==> config.mk <==
export PLATFORM = sky130hd
export DESIGN_NAME = registro_canales
export DESIGN_NICKNAME = d
export VERILOG_FILES = /design/src/rtl/registro_canales_pkg.sv /design/src/rtl/registro_canales_celda.sv /design/src/rtl/registro_canales.sv
export SDC_FILE = /design/constraint.sdc
export NUM_CORES = 1
export LEC_CHECK = 0
export ABC_AREA = 1
export CAP_MARGIN = 5
export CORE_MARGIN = 2
export CORE_UTILIZATION = 45
export CTS_BUF_LIST = sky130_fd_sc_hd__clkbuf_2
export CTS_CLUSTER_DIAMETER = 50
export DETAILED_ROUTE_END_ITERATION = 8
export HOLD_SLACK_MARGIN = 0.02
export PLACE_DENSITY = 0.75
export SYNTH_ARGS = -nofsm -noshare
export SYNTH_HDL_FRONTEND = slang
export SYNTH_SLANG_ARGS = --single-unit
==> constraint.sdc <==
create_clock -name clk -period 1.5 [get_ports clk]
set_clock_uncertainty 0.2 [all_clocks]
set_input_delay 0.45 -clock clk [delete_from_list [all_inputs] [get_ports clk]]
set_output_delay 0.45 -clock clk [all_outputs]
set_load 0.02 [all_outputs]
==> src/rtl/registro_canales_pkg.sv <==
// registro_pkg: constants and helpers shared by the multi-channel register bank.
//   WIDTH_DEF / CANALES_DEF : default channel width and channel count
//   sel_t                   : channel-select type sized for the default count
//   slice_offset()          : LSB position of a channel inside the flat bus
package registro_pkg;

    localparam int WIDTH_DEF   = 6;
    localparam int CANALES_DEF = 9;

    typedef logic [$clog2(CANALES_DEF)-1:0] sel_t;

    // Channel idx lives at bits [idx*width +: width] of the flattened bank.
    function automatic int unsigned slice_offset(input int unsigned idx,
                                                 input int unsigned width);
        return idx * width;
    endfunction

endpackage

==> src/rtl/registro_canales_celda.sv <==
// registro_celda: one storage channel of the register bank.
//   clk, rst_n : clock, asynchronous active-low reset
//   clear      : synchronous clear of data and occupied flag
//   load       : this channel is the in-range, unclear write target
//   proteger   : write-once qualifier; when high an occupied cell ignores load
//   din        : write data
//   dato       : stored value
//   ocupado    : set by any accepted write, including a write of zero
module registro_celda
    import registro_pkg::*;
#(
    parameter int WIDTH = WIDTH_DEF
) (
    input  logic             clk,
    input  logic             rst_n,
    input  logic             clear,
    input  logic             load,
    input  logic             proteger,
    input  logic [WIDTH-1:0] din,
    output logic [WIDTH-1:0] dato,
    output logic             ocupado
);

    logic carga_ok;

    assign carga_ok = load && !(proteger && ocupado);

    always_ff @(posedge clk or negedge rst_n) begin
        if (!rst_n) begin
            dato    <= '0;
            ocupado <= 1'b0;
        end else if (clear) begin
            dato    <= '0;
            ocupado <= 1'b0;
        end else if (carga_ok) begin
            dato    <= din;
            ocupado <= 1'b1;
        end
    end

endmodule

==> src/rtl/registro_canales.sv <==
// registro_canales: CANALES independent WIDTH-bit registers with per-channel
// write, optional write-once protection, synchronous clear and a registered
// read port.
//   clk, rst_n      : clock, asynchronous active-low reset
//   clear           : synchronous clear of every channel (wins over a write)
//   wr_en/wr_sel/wr_data : write request, channel index, data
//   rd_sel/rd_data  : read index, read data one cycle later (read-first)
//   banco           : all channels flattened, channel i at [i*WIDTH +: WIDTH]
//   ocupado         : per-channel occupied flags
//   lleno           : every channel occupied
//   wr_ack / wr_err : one-cycle accept / reject pulses
module registro_canales
    import registro_pkg::*;
#(
    parameter int WIDTH      = WIDTH_DEF,
    parameter int CANALES    = CANALES_DEF,
    parameter int WRITE_ONCE = 1,
    parameter int SEL_W      = $clog2(CANALES)
) (
    input  logic                       clk,
    input  logic                       rst_n,
    input  logic                       clear,
    input  logic                       wr_en,
    input  logic [SEL_W-1:0]           wr_sel,
    input  logic [WIDTH-1:0]           wr_data,
    input  logic [SEL_W-1:0]           rd_sel,
    output logic [WIDTH-1:0]           rd_data,
    output logic [CANALES*WIDTH-1:0]   banco,
    output logic [CANALES-1:0]         ocupado,
    output logic                       lleno,
    output logic                       wr_ack,
    output logic                       wr_err
);

    localparam logic PROTEGER = (WRITE_ONCE != 0);

    logic [CANALES-1:0] sel_hit;
    logic               en_rango;
    logic               wr_qual;
    logic               hit_ocupado;
    logic               acepta;
    logic               rechaza;
    logic [WIDTH-1:0]   rd_mux;

    // One-hot decode of the write select; out-of-range values hit nothing.
    generate
        for (genvar gi = 0; gi < CANALES; gi++) begin : g_dec
            assign sel_hit[gi] = ({1'b0, wr_sel} == (SEL_W+1)'(gi));
        end
    endgenerate

    assign en_rango    = |sel_hit;
    assign wr_qual     = wr_en && !clear && en_rango;
    // Occupancy of the target channel without indexing past CANALES.
    assign hit_ocupado = |(sel_hit & ocupado);
    assign acepta      = wr_qual && !(PROTEGER && hit_ocupado);
    // A write that is not cleared away and not accepted is rejected.
    assign rechaza     = wr_en && !clear && !acepta;

    generate
        for (genvar gi = 0; gi < CANALES; gi++) begin : g_celda
            logic [WIDTH-1:0] dato_celda;

            registro_celda #(
                .WIDTH (WIDTH)
            ) u_celda (
                .clk      (clk),
                .rst_n    (rst_n),
                .clear    (clear),
                .load     (wr_qual && sel_hit[gi]),
                .proteger (PROTEGER),
                .din      (wr_data),
                .dato     (dato_celda),
                .ocupado  (ocupado[gi])
            );

            assign banco[slice_offset(gi, WIDTH) +: WIDTH] = dato_celda;
        end
    endgenerate

    assign lleno = &ocupado;

    // Read mux over the pre-edge bank contents gives read-first behaviour.
    always_comb begin
        rd_mux = '0;
        for (int i = 0; i < CANALES; i++) begin
            if ({1'b0, rd_sel} == (SEL_W+1)'(i)) begin
                rd_mux = banco[i*WIDTH +: WIDTH];
            end
        end
    end

    always_ff @(posedge clk or negedge rst_n) begin
        if (!rst_n) begin
            rd_data <= '0;
            wr_ack  <= 1'b0;
            wr_err  <= 1'b0;
        end else if (clear) begin
            rd_data <= '0;
            wr_ack  <= 1'b0;
            wr_err  <= 1'b0;
        end else begin
            rd_data <= rd_mux;
            wr_ack  <= acepta;
            wr_err  <= rechaza;
        end
    end

endmodule

==> flow_summary.ini <==
[timing]
period_needed_ns = 2.056
timing.fmax_ghz = 0.4863
setup_viol = 83
worst_path_setup_slack_after_routing_ns = -0.5562
timing.final.max_slew_violations = 0
slew_headroom = 0.7431
worst_slew_pin_slew_ns = 0.3853
setup_repair_after_global_routing_missed_its_margin = yes
final_hold_viol_count = 0
hold_slack_ns = 0.1329
final.period_utilization = 1.371

[power_and_ir_drop]
leakagePower_nw = 2.918
int_pwr_mw = 3.302
switching_share = 0.2998
pwr-share-clk = 0.305
comb_power_share = 0.247
irDropWorstVdd_v = 0.0005024
power.switching_mw = 1.414
power_per_cell_area_nw_per_um2 = 799.4
p_seq_frac = 0.449

[clock_tree]
max-clock-path-buffers = 2
numCtsBuffers = 9
h-tree-depth = 3
latest_clock_arrival_within_the_worst_skew_pair_ns = 0.52
num_clock_sinks = 71
clock_tree.root_cell = clkbuf_2
cts_tree = built
clk_transition_reported_paths_ns = 0.21

[synthesis]
number_of_distinct_library_cells_after_synthesis = 24
synthesis.instances = 416
post_synth.cell_area_avg_um2 = 8.115
yosys_warnings = 0
synth_top_area_share = 0.5263
netlist_top_cells_area = dfrtp_1 53%, o21ai_0 11%, nand2_1 10%, inv_1 6.7%, nand3_1 5.0%
postSynthRegisterBits = 71
syn_nets = 434
post-synth-top-area-cell = dfrtp_1
synth.yosys.seq_area_share = 0.5263
mappedNetlistArea_um2 = 3376

[worst_setup_path]
critical_path.n_buffers_inverters = 1
critical-path-slowest-cell = dfrtp_1
crit_path_max_fanout = 2
worst-setup-path-type = reg2out
timing.critical_path.cells = nand4_1 -> nor3_2 -> buf_4
cp.required_ns = 0.85
timing.critical_path.slowest_cell_delay_ns = 0.43
worstPathArrival_ns = 1.41
timing.critical_path.max_delay_family = flip-flops
setup.worst_path.end_class = output port
timing.critical_path.from_type = flop

[global_route]
globalRouteOverflowTotal = 0
grt_pass1_vias = 3464
initial_antenna_violation_count = 0
pin_count_of_the_biggest_net_entering_global_routing = 72
global_route.usage.total = 0.2649
grt_first_pass_wirelength_um = 17020

[job]
max_cap_violations = 0

[placement]
hpwlAfterDp_um = 7572
globalplace.congestion = 0.9188
placement_stage_cell_area_um2 = 4956
placement.io_buffers = 89

[routing]
route.vias.total = 3824
dr.pass1.iters = 5
post-route-drc-count = 0
drt_wl_total_um = 11900
route.met2.wl_um = 6070
met3_wirelength_um = 903
drt.antenna.violating_nets = 0
wl_met1_um = 4674
drc_marker_count_from_the_first_detailed_route_iteration = 316
drt-vias-per-instance = 5.217
wl_per_cell_um = 16.24
routed.top_layer = met4

[die]
die_w_um = 90.61
die_h_um = 90.61
rows = 31
start_util = 0.4654
io-pin-count = 90
design.die.area_um2 = 8210
core_area_um2 = 7253

[final_layout]
finish.instance_area_um2 = 5899
area_added_between_synthesis_and_finish_pct = 74.76
layout.nets = 647
final_util = 0.8134
antenna-diode-count = 0
drive_gt1_frac = 0.4826

[hold_path]
worst_hold_path_type = in2reg

[run_status]
failed_checks = setup timing
status = finished with violations
## metal layers
metal / vias up / GRT usage
met3: 31 / 0.05092
met5: - / 0
met1: 1793 / 0.3584
met2: 222 / 0.4378
li1: 1778 / -
met4: 0 / 0.07308
## cell type report
| type | instances | area (um^2) |
|---|---|---|
| timing repair buffer | 219 | 2026 |
| sequential | 71 | 1777 |
| multi-input combinational | 267 | 1578 |
| fill | 444 | 1354 |
| inverter | 61 | 236.5 |
| tap | 99 | 123.9 |
| clock inverter | 6 | 108.9 |
| clock buffer | 10 | 50.05 |
## state kept, by name (all words and copies together) (netlist names)
| name | count |
|---|---|
| g_celda.u_celda.dato | 54 |
| g_celda.u_celda.ocupado | 9 |
| rd_data | 6 |
| wr_ack | 1 |
| wr_err | 1 |
## kinds of logic after synthesis
family / count (synthesis) / synth area share
and+or+nand+nor: 177 / 0.2253
AOI/OAI and AO/OA: 88 / 0.1438
DFF: 71 / 0.5263
buffers and inverters: 80 / 0.1045
## cells in the mapped netlist
| cell | instances |
|---|---|
| a21oi_1 | 5 |
| a21oi_4 | 1 |
| buf_1 | 1 |
| buf_2 | 3 |
| buf_4 | 11 |
| buf_6 | 1 |
| clkbuf_1 | 3 |
| dfrtp_1 | 71 |
| inv_1 | 60 |
| inv_2 | 1 |
| nand2_1 | 92 |
| nand2_2 | 4 |
| nand3_1 | 34 |
| nand3b_1 | 2 |
| nand4_1 | 8 |
| nor2_1 | 26 |
| nor2_2 | 1 |
| nor3_1 | 9 |
| nor4_1 | 1 |
| o2111ai_1 | 1 |
| o211ai_1 | 2 |
| o21ai_0 | 72 |
| o21ai_2 | 6 |
| o21bai_1 | 1 |
## worst paths after layout
kind	startpoint	slack, ns	endpoint	cells after the start
worst max-delay path	g_celda[4].u_celda.ocupado	-0.56	lleno	3
worst min register to register	g_celda[0].u_celda.dato[5]	0.40	g_celda[0].u_celda.dato[5]	2
max in group asynchronous	rst_n	0.54	g_celda[5].u_celda.dato[4]	3
worst max register to register	g_celda[8].u_celda.ocupado	-0.07	g_celda[8].u_celda.dato[5]	7
worst min-delay path	wr_en	0.13	wr_err	4
min in group asynchronous	rst_n	0.25	g_celda[1].u_celda.ocupado	3
## power by group through the flow
stage / clock network [mW] / logic (mW) / registers, mW
final: 1.44 / 1.16 / 2.12
after global routing: 1.51 / 1.24 / 2.13
after CTS: 1.42 / 1.04 / 2.11
after detailed placement: 0 / 0.954 / 2.12
after global placement: 0 / 0.936 / 2.12
after floorplan: 0 / 0.252 / 2.26
## stage by stage
step                total power [mW]  TNS [ns]  instances  setup WS (ns)
floorplan                      2.512    -4.861        416        -0.1467
global placement               3.057    -55.95        669        -0.7787
detailed placement             3.079    -57.90        669        -0.8230
CTS                            4.574    -19.27        708        -0.5272
global route                   4.874    -22.63        733        -0.6299
finish                         4.716    -19.35        733        -0.5562
## repair_timing
action / 4_1_cts / 5_1_grt
pin swaps: 16 / 38
setup buffers: 25 / 32
endpoints found under the setup margin: 137 / 126
hold buffers: 1 / 0
hold endpoints to repair: 71 / 0
cloned: 1 / 2
resized for setup: 465 / 93
## layout by cell type, fill, tap and decap left out, types with 3 or more instances in the layout
cell,synthesis,final
nand2_1,92,77
buf_4,11,109
nand3_4,0,5
buf_6,1,89
nand4_1,8,8
clkbuf_2,0,12
nor2_4,0,4
nor2_1,26,16
nor2_2,1,8
nand3_1,34,17
o21ai_1,0,22
dlygate4sd2_1,0,6
a21oi_2,0,3
o21ai_2,6,7
o21ai_0,72,49
dfrtp_1,71,71
bufinv_16,0,3
inv_1,60,45
inv_2,1,14
clkdlybuf4s50_1,0,6
nand3_2,0,12
nor3_2,0,7
nand2_4,0,4
nand2_2,4,16
## worst reg2reg max path, cell delays in order, from the launching register on
cell and delay, ns:
dfrtp_1 0.46, buf_6 0.14, buf_6 0.11, nor4_4 0.14
buf_4 0.20, nor2_4 0.07, nand2_1 0.08, o21ai_1 0.08
Note: power is estimated with default switching activity, not from simulation.
